**src/rtl/axistream_snooper_pkg.sv**
```systemverilog
// Shared types and helpers for the AXI-Stream snooper.
package axistream_snooper_pkg;

    // Widest TKEEP the popcount helper handles (512-bit TDATA).
    localparam int KEEP_MAX = 64;

    typedef enum logic [1:0] {
        ST_SOP     = 2'd0,
        ST_CAPTURE = 2'd1,
        ST_DROP    = 2'd2
    } sn_state_t;

    // Number of set bits in a (zero-extended) byte-enable vector.
    function automatic logic [7:0] popcount(input logic [KEEP_MAX-1:0] v);
        logic [7:0] c;
        c = 8'd0;
        for (int i = 0; i < KEEP_MAX; i++) begin
            c = c + {7'd0, v[i]};
        end
        return c;
    endfunction

endpackage

```
**src/rtl/axistream_snooper_outreg.sv**
```systemverilog
// Delay line for the buffer-write bundle: one register stage, or two when PESS is set.
module axistream_snooper_outreg #(
    parameter int W    = 8,
    parameter int PESS = 0
) (
    input  logic         clk,
    input  logic         rst,
    input  logic [W-1:0] d,
    output logic [W-1:0] q
);

    logic [W-1:0] stage1_r;

    // First output stage, always present.
    always_ff @(posedge clk) begin
        if (rst) begin
            stage1_r <= '0;
        end else begin
            stage1_r <= d;
        end
    end

    generate
        if (PESS != 0) begin : g_pess
            logic [W-1:0] stage2_r;

            // Extra stage for timing-pessimistic builds.
            always_ff @(posedge clk) begin
                if (rst) begin
                    stage2_r <= '0;
                end else begin
                    stage2_r <= stage1_r;
                end
            end

            assign q = stage2_r;
        end else begin : g_fast
            assign q = stage1_r;
        end
    endgenerate

endmodule

```
**src/rtl/axistream_snooper.sv**
```systemverilog
// Passive AXI-Stream tap: copies each packet into a free filter buffer or drops it.
module axistream_snooper
    import axistream_snooper_pkg::*;
#(
    parameter int SN_FWD_DATA_WIDTH   = 64,
    parameter int SN_FWD_ADDR_WIDTH   = 9,
    parameter int SN_INC_WIDTH        = 3,
    parameter int PESS                = 0,
    parameter int ENABLE_BACKPRESSURE = 0
) (
    input  logic                           clk,
    input  logic                           rst,
    input  logic [SN_FWD_DATA_WIDTH-1:0]   sn_TDATA,
    input  logic [SN_FWD_DATA_WIDTH/8-1:0] sn_TKEEP,
    input  logic                           sn_TREADY,
    output logic                           sn_bp_TREADY,
    input  logic                           sn_TVALID,
    input  logic                           sn_TLAST,
    output logic [SN_FWD_ADDR_WIDTH-1:0]   sn_addr,
    output logic [SN_FWD_DATA_WIDTH-1:0]   sn_wr_data,
    output logic                           sn_wr_en,
    output logic [SN_INC_WIDTH-1:0]        sn_byte_inc,
    output logic                           sn_done,
    input  logic                           rdy_for_sn,
    output logic                           rdy_for_sn_ack,
    output logic                           packet_dropped_inc
);

    localparam int DW = SN_FWD_DATA_WIDTH;
    localparam int AW = SN_FWD_ADDR_WIDTH;
    localparam int IW = SN_INC_WIDTH;
    localparam int BW = 2 + IW + AW + DW;

    localparam logic [AW-1:0] ADDR_MAX = {AW{1'b1}};
    localparam logic [AW-1:0] ADDR_ONE = {{(AW-1){1'b0}}, 1'b1};

    sn_state_t     state_r;
    sn_state_t     state_nxt_s;
    logic          at_sop_r;
    logic [AW-1:0] addr_cnt_r;
    logic [AW-1:0] addr_cnt_nxt_s;
    logic          beat_s;

    logic          wr_en_s;
    logic          done_s;
    logic [AW-1:0] wr_addr_s;
    logic [7:0]    popcnt_s;
    logic [IW-1:0] byte_inc_s;
    logic [BW-1:0] bundle_s;
    logic [BW-1:0] bundle_q_s;

    // Upstream ready: optionally hold off a new packet until a buffer is free.
    always_comb begin
        if (ENABLE_BACKPRESSURE != 0) begin
            sn_bp_TREADY = sn_TREADY & ~(at_sop_r & ~rdy_for_sn);
        end else begin
            sn_bp_TREADY = sn_TREADY;
        end
    end

    assign beat_s     = sn_TVALID & sn_bp_TREADY;
    assign popcnt_s   = popcount(KEEP_MAX'(sn_TKEEP));
    assign byte_inc_s = popcnt_s[IW-1:0];

    // Next-state, address and write-strobe decode for the capture FSM.
    always_comb begin
        state_nxt_s        = state_r;
        addr_cnt_nxt_s     = addr_cnt_r;
        wr_en_s            = 1'b0;
        done_s             = 1'b0;
        wr_addr_s          = '0;
        rdy_for_sn_ack     = 1'b0;
        packet_dropped_inc = 1'b0;
        case (state_r)
            ST_SOP: begin
                if (beat_s) begin
                    if (rdy_for_sn) begin
                        rdy_for_sn_ack = 1'b1;
                        wr_en_s        = 1'b1;
                        wr_addr_s      = '0;
                        addr_cnt_nxt_s = '0;
                        done_s         = sn_TLAST;
                        state_nxt_s    = sn_TLAST ? ST_SOP : ST_CAPTURE;
                    end else begin
                        packet_dropped_inc = 1'b1;
                        state_nxt_s        = sn_TLAST ? ST_SOP : ST_DROP;
                    end
                end else begin
                    state_nxt_s = ST_SOP;
                end
            end
            ST_CAPTURE: begin
                if (beat_s) begin
                    // Saturate at the last buffer word; later beats are not stored.
                    if (addr_cnt_r != ADDR_MAX) begin
                        wr_en_s        = 1'b1;
                        wr_addr_s      = addr_cnt_r + ADDR_ONE;
                        addr_cnt_nxt_s = addr_cnt_r + ADDR_ONE;
                    end else begin
                        wr_addr_s = addr_cnt_r;
                    end
                    done_s      = sn_TLAST;
                    state_nxt_s = sn_TLAST ? ST_SOP : ST_CAPTURE;
                end else begin
                    state_nxt_s = ST_CAPTURE;
                end
            end
            ST_DROP: begin
                if (beat_s && sn_TLAST) begin
                    state_nxt_s = ST_SOP;
                end else begin
                    state_nxt_s = ST_DROP;
                end
            end
            default: begin
                state_nxt_s = ST_SOP;
            end
        endcase
    end

    // FSM state, address counter and start-of-packet tracker.
    always_ff @(posedge clk) begin
        if (rst) begin
            state_r    <= ST_SOP;
            addr_cnt_r <= '0;
            at_sop_r   <= 1'b1;
        end else begin
            state_r    <= state_nxt_s;
            addr_cnt_r <= addr_cnt_nxt_s;
            if (beat_s) begin
                at_sop_r <= sn_TLAST;
            end else begin
                at_sop_r <= at_sop_r;
            end
        end
    end

    assign bundle_s = {done_s, wr_en_s, byte_inc_s, wr_addr_s, sn_TDATA};

    axistream_snooper_outreg #(
        .W    (BW),
        .PESS (PESS)
    ) u_outreg (
        .clk (clk),
        .rst (rst),
        .d   (bundle_s),
        .q   (bundle_q_s)
    );

    assign {sn_done, sn_wr_en, sn_byte_inc, sn_addr, sn_wr_data} = bundle_q_s;

endmodule

```
**config.mk**
```make
export PLATFORM = sky130hd
export DESIGN_NAME = axistream_snooper
export DESIGN_NICKNAME = d
export VERILOG_FILES = /design/src/rtl/axistream_snooper_pkg.sv /design/src/rtl/axistream_snooper_outreg.sv /design/src/rtl/axistream_snooper.sv
export SDC_FILE = /design/constraint.sdc
export NUM_CORES = 1
export LEC_CHECK = 0
export ABC_CLOCK_PERIOD_IN_PS = 8660
export CELL_PAD_IN_SITES_DETAIL_PLACEMENT = 0
export CELL_PAD_IN_SITES_GLOBAL_PLACEMENT = 1
export CORE_UTILIZATION = 45
export CTS_BUF_LIST = sky130_fd_sc_hd__clkbuf_4 sky130_fd_sc_hd__clkbuf_8 sky130_fd_sc_hd__clkbuf_16
export DETAILED_ROUTE_END_ITERATION = 8
export DONT_BUFFER_PORTS = 1
export HOLD_SLACK_MARGIN = 0.08
export PLACE_DENSITY = 0.8
export SLEW_MARGIN = 10
export SYNTH_ARGS = -nofsm -noshare
export SYNTH_HDL_FRONTEND = slang
export SYNTH_SLANG_ARGS = --single-unit
```
**constraint.sdc**
```tcl
create_clock -name clk -period 8.66 [get_ports clk]
set_clock_uncertainty 0.15 [all_clocks]
set_input_delay 1.732 -clock clk [delete_from_list [all_inputs] [get_ports clk]]
set_output_delay 1.732 -clock clk [all_outputs]
set_load 0.01 [all_outputs]
```
==> impl_metrics.toml <==
[run_status]
status = "complete, no violations"

[synth]
yosys_warnings = 0
synth_top_cell_by_area = "dfxtp_1"
yosysMostFrequentCell = "dfxtp_1"
synth_top_family_by_area = "simple AND/OR/NAND/NOR gates"
synthArstFlopShare_pct = 0
ys_top_cells_by_count = "89 x dfxtp_1, 65 x nor2b_1, 15 x nor2_1"
ys_types = 40
yosys-top-cells-area = "dfxtp_1 62%, nor2b_1 14%, fa_1 2.8%"
yosysTopAreaCellShare_pct = 62.3
syn_nets = 341
synth-seq-area-share_pct = 62.3
syn_inst = 256
synth_fa_ha_area_share_pct = 4.12
synthFlopType = "dfxtp_1"
ys_seq_elements = 89
synthSimpleGateAreaFrac_pct = 21.8
synthMuxAreaShare_pct = 0
synth-xor-area-share_pct = 1.84
synth.cell_area_sq_mm = 0.00286
synth_compound_area_share_pct = 6.13
synth_edf_count = 0
syn_avg_cell_area_sq_um = 11.2

[global_routing]
grt_max_degree = 74
antenna_found_initial = 0
grt_pass1_wl_um = 7050
gr-total-overflow = 0
grt_pass1_vias = 1484
gr-usage-all-layers_pct = 14.9

[setup_path]
path_max_fanout = 7
critPathMaxStageDelay_ns = 0.37
crit_chain = "nand3b_4 > nor3_1"
worstSetupStartpointType = "input port"
r2r_slack_ns = 6.72
ff2ff_path_depth = 5
cp-end-kind = "output port"
slowest_stage = "nor3_1"
crit_arrival_ns = 2.20
worstReg2RegStart = "addr_cnt_r[0]"
r2r-end = "addr_cnt_r[1]"
path_delay_family = "simple AND/OR/NAND/NOR gates"
critical_path_buf_inv_count = 0
critPathKind = "input port to output port"
crit_required_ns = 6.78

[placement]
routabilityCongestion = 0.725
hpwl_um = 3580
port_buffers = 0

[floorplanning]
core_sq_mm = 0.00603
die_area_sq_mm = 0.00667
die_x_um = 81.7
num_rows = 28
io_pins = 159
initial_utilization_pct = 47.4
die_height_um = 81.7

[cts]
clkSinkCount = 89
cts.clk_slew.worst_paths_ns = 0.09
cts_setup_buffers = 0
clockBufferDepth = 2
cts_tree = "done"
h-tree-depth = 3
root_buffer = "clkbuf_8"
cts_hold_buf = 0
cts_buffers = 9
cts-resized-gates = 0
clock_latency_ns = 0.35

[power]
sw_frac_of_total_pct = 22.7
p_int_mw = 0.589
p_leak_nw = 1.24
p_sw_mw = 0.173
ir_worst_vdd_mv = 0.128
clkPwrFrac_pct = 37.0
p_comb_share_pct = 4.2
power.total_mw = 0.762
power.share.sequential_pct = 58.8
p_per_area_mw_per_mm2 = 246

[routing]
ant_nets = 0
via_count = 1660
via_per_inst = 4.94
wl_per_cell_um = 15.0
drt-initial-drc-count = 44
drc = 0
dr.pass1.iters = 4
drt_wl_total_um = 5040

[timing]
fin_tns_setup_ns = 0
rsz0062_at_grt = "false"
drv_slew = 0
min_period_ns = 4.09
fmax_mhz = 245
setup_viol = 0
hold_viol = 0
timing.final.crit_share_pct = 47.2
maxSlewHeadroom_pct = 68.4
tightest_slew_ns = 0.473

[run]
drv_cap = 0

[hold_path]
hold_depth = 1
holdPathEnd = "state_r[0]"
hp-class = "flop to flop"
min_from = "state_r[1]"

[layout]
fillers = 566
final_nets = 341
n_antenna_cell = 0
final_layout_size_suffix_gt1_share_pct = 8.05
final_util_pct = 51.5
area_growth_pct = 8.54
layout by cell type, fill, tap and decap left out, types with 2 or more instances in the layout:
cell,count
o21ai_0,4
nand2_1,3
xnor2_1,2
xor2_1,4
nor2b_1,65
dfxtp_1,89
nand3_1,2
clkinvlp_4,3
and3_1,2
nand4_1,3
ha_1,3
a21o_1,3
a31oi_1,2
fa_1,4
clkbuf_8,10
nor3_1,4
inv_1,14
a21oi_1,6
o2bb2ai_1,3
nor2_1,15
through the flow:
stage	area, sq um	setup WS (ns)	hold slack, ns	cells
after CTS	3100	4.54	0.310	336
after global placement	2900	4.44	0.300	320
after detailed placement	2900	4.37	0.287	320
after floorplan	2860	4.46	0.272	256
final	3100	4.58	0.313	336
after global routing	3100	4.53	0.338	336
layout make-up:
cell class	instances	area (sq um)	share of cell area, %
Sequential cell	89	1780	57.4
Multi-Input combinational cell	142	970	31.3
Clock buffer	10	138	4.44
Tap cell	75	93.8	3.03
Clock inverter	6	66.3	2.14
Inverter	14	52.6	1.69
flip-flops by register name (all words and copies together) (netlist names):
name / cells
addr_cnt_r: 9
u_outreg.q: 78
state_r: 2
worst reg2reg max path, cell delays in order (launching register included):
cell and delay [ns]:
dfxtp_1 0.43, ha_1 0.34, nand4_1 0.23, or2_0 0.38, o21ai_1 0.22, a32o_1 0.14
kinds of logic after synthesis:
| group | count (synthesis) |
|---|---|
| simple gates | 103 |
| flops | 89 |
| compound gates | 26 |
| buf+inv | 25 |
| fa+ha+maj | 7 |
| xor+xnor | 6 |
power by group through the flow:
stage | registers (mW) | logic (mW) | clock network (mW)
floorplan | 0.455 | 0.0324 | 0
global placement | 0.459 | 0.0314 | 0
detailed placement | 0.458 | 0.0332 | 0
CTS | 0.449 | 0.0332 | 0.292
global route | 0.451 | 0.0372 | 0.306
finish | 0.448 | 0.0321 | 0.282
per-layer routing:
metal / GRT usage (%) / vias to the layer above / wire, um
met5: 0 / - / 0
met4: 8.42 / 0 / 85
met3: 8.78 / 7 / 608
met2: 21.7 / 104 / 2290
met1: 16.8 / 730 / 2060
li1: - / 819 / -
worst max-delay path by stage:
stage,startpoint,to,slack (ns),cells past startpoint
finish,sn_TVALID,rdy_for_sn_ack,4.58,2
floorplan,sn_TKEEP[0],u_outreg.q[75],4.46,10
global route,sn_TVALID,rdy_for_sn_ack,4.53,2
CTS,sn_TVALID,rdy_for_sn_ack,4.54,2
global placement,sn_TKEEP[0],u_outreg.q[75],4.44,10
detailed placement,sn_TKEEP[0],u_outreg.q[75],4.37,10
No activity file was read; power rests on OpenSTA's default activity.
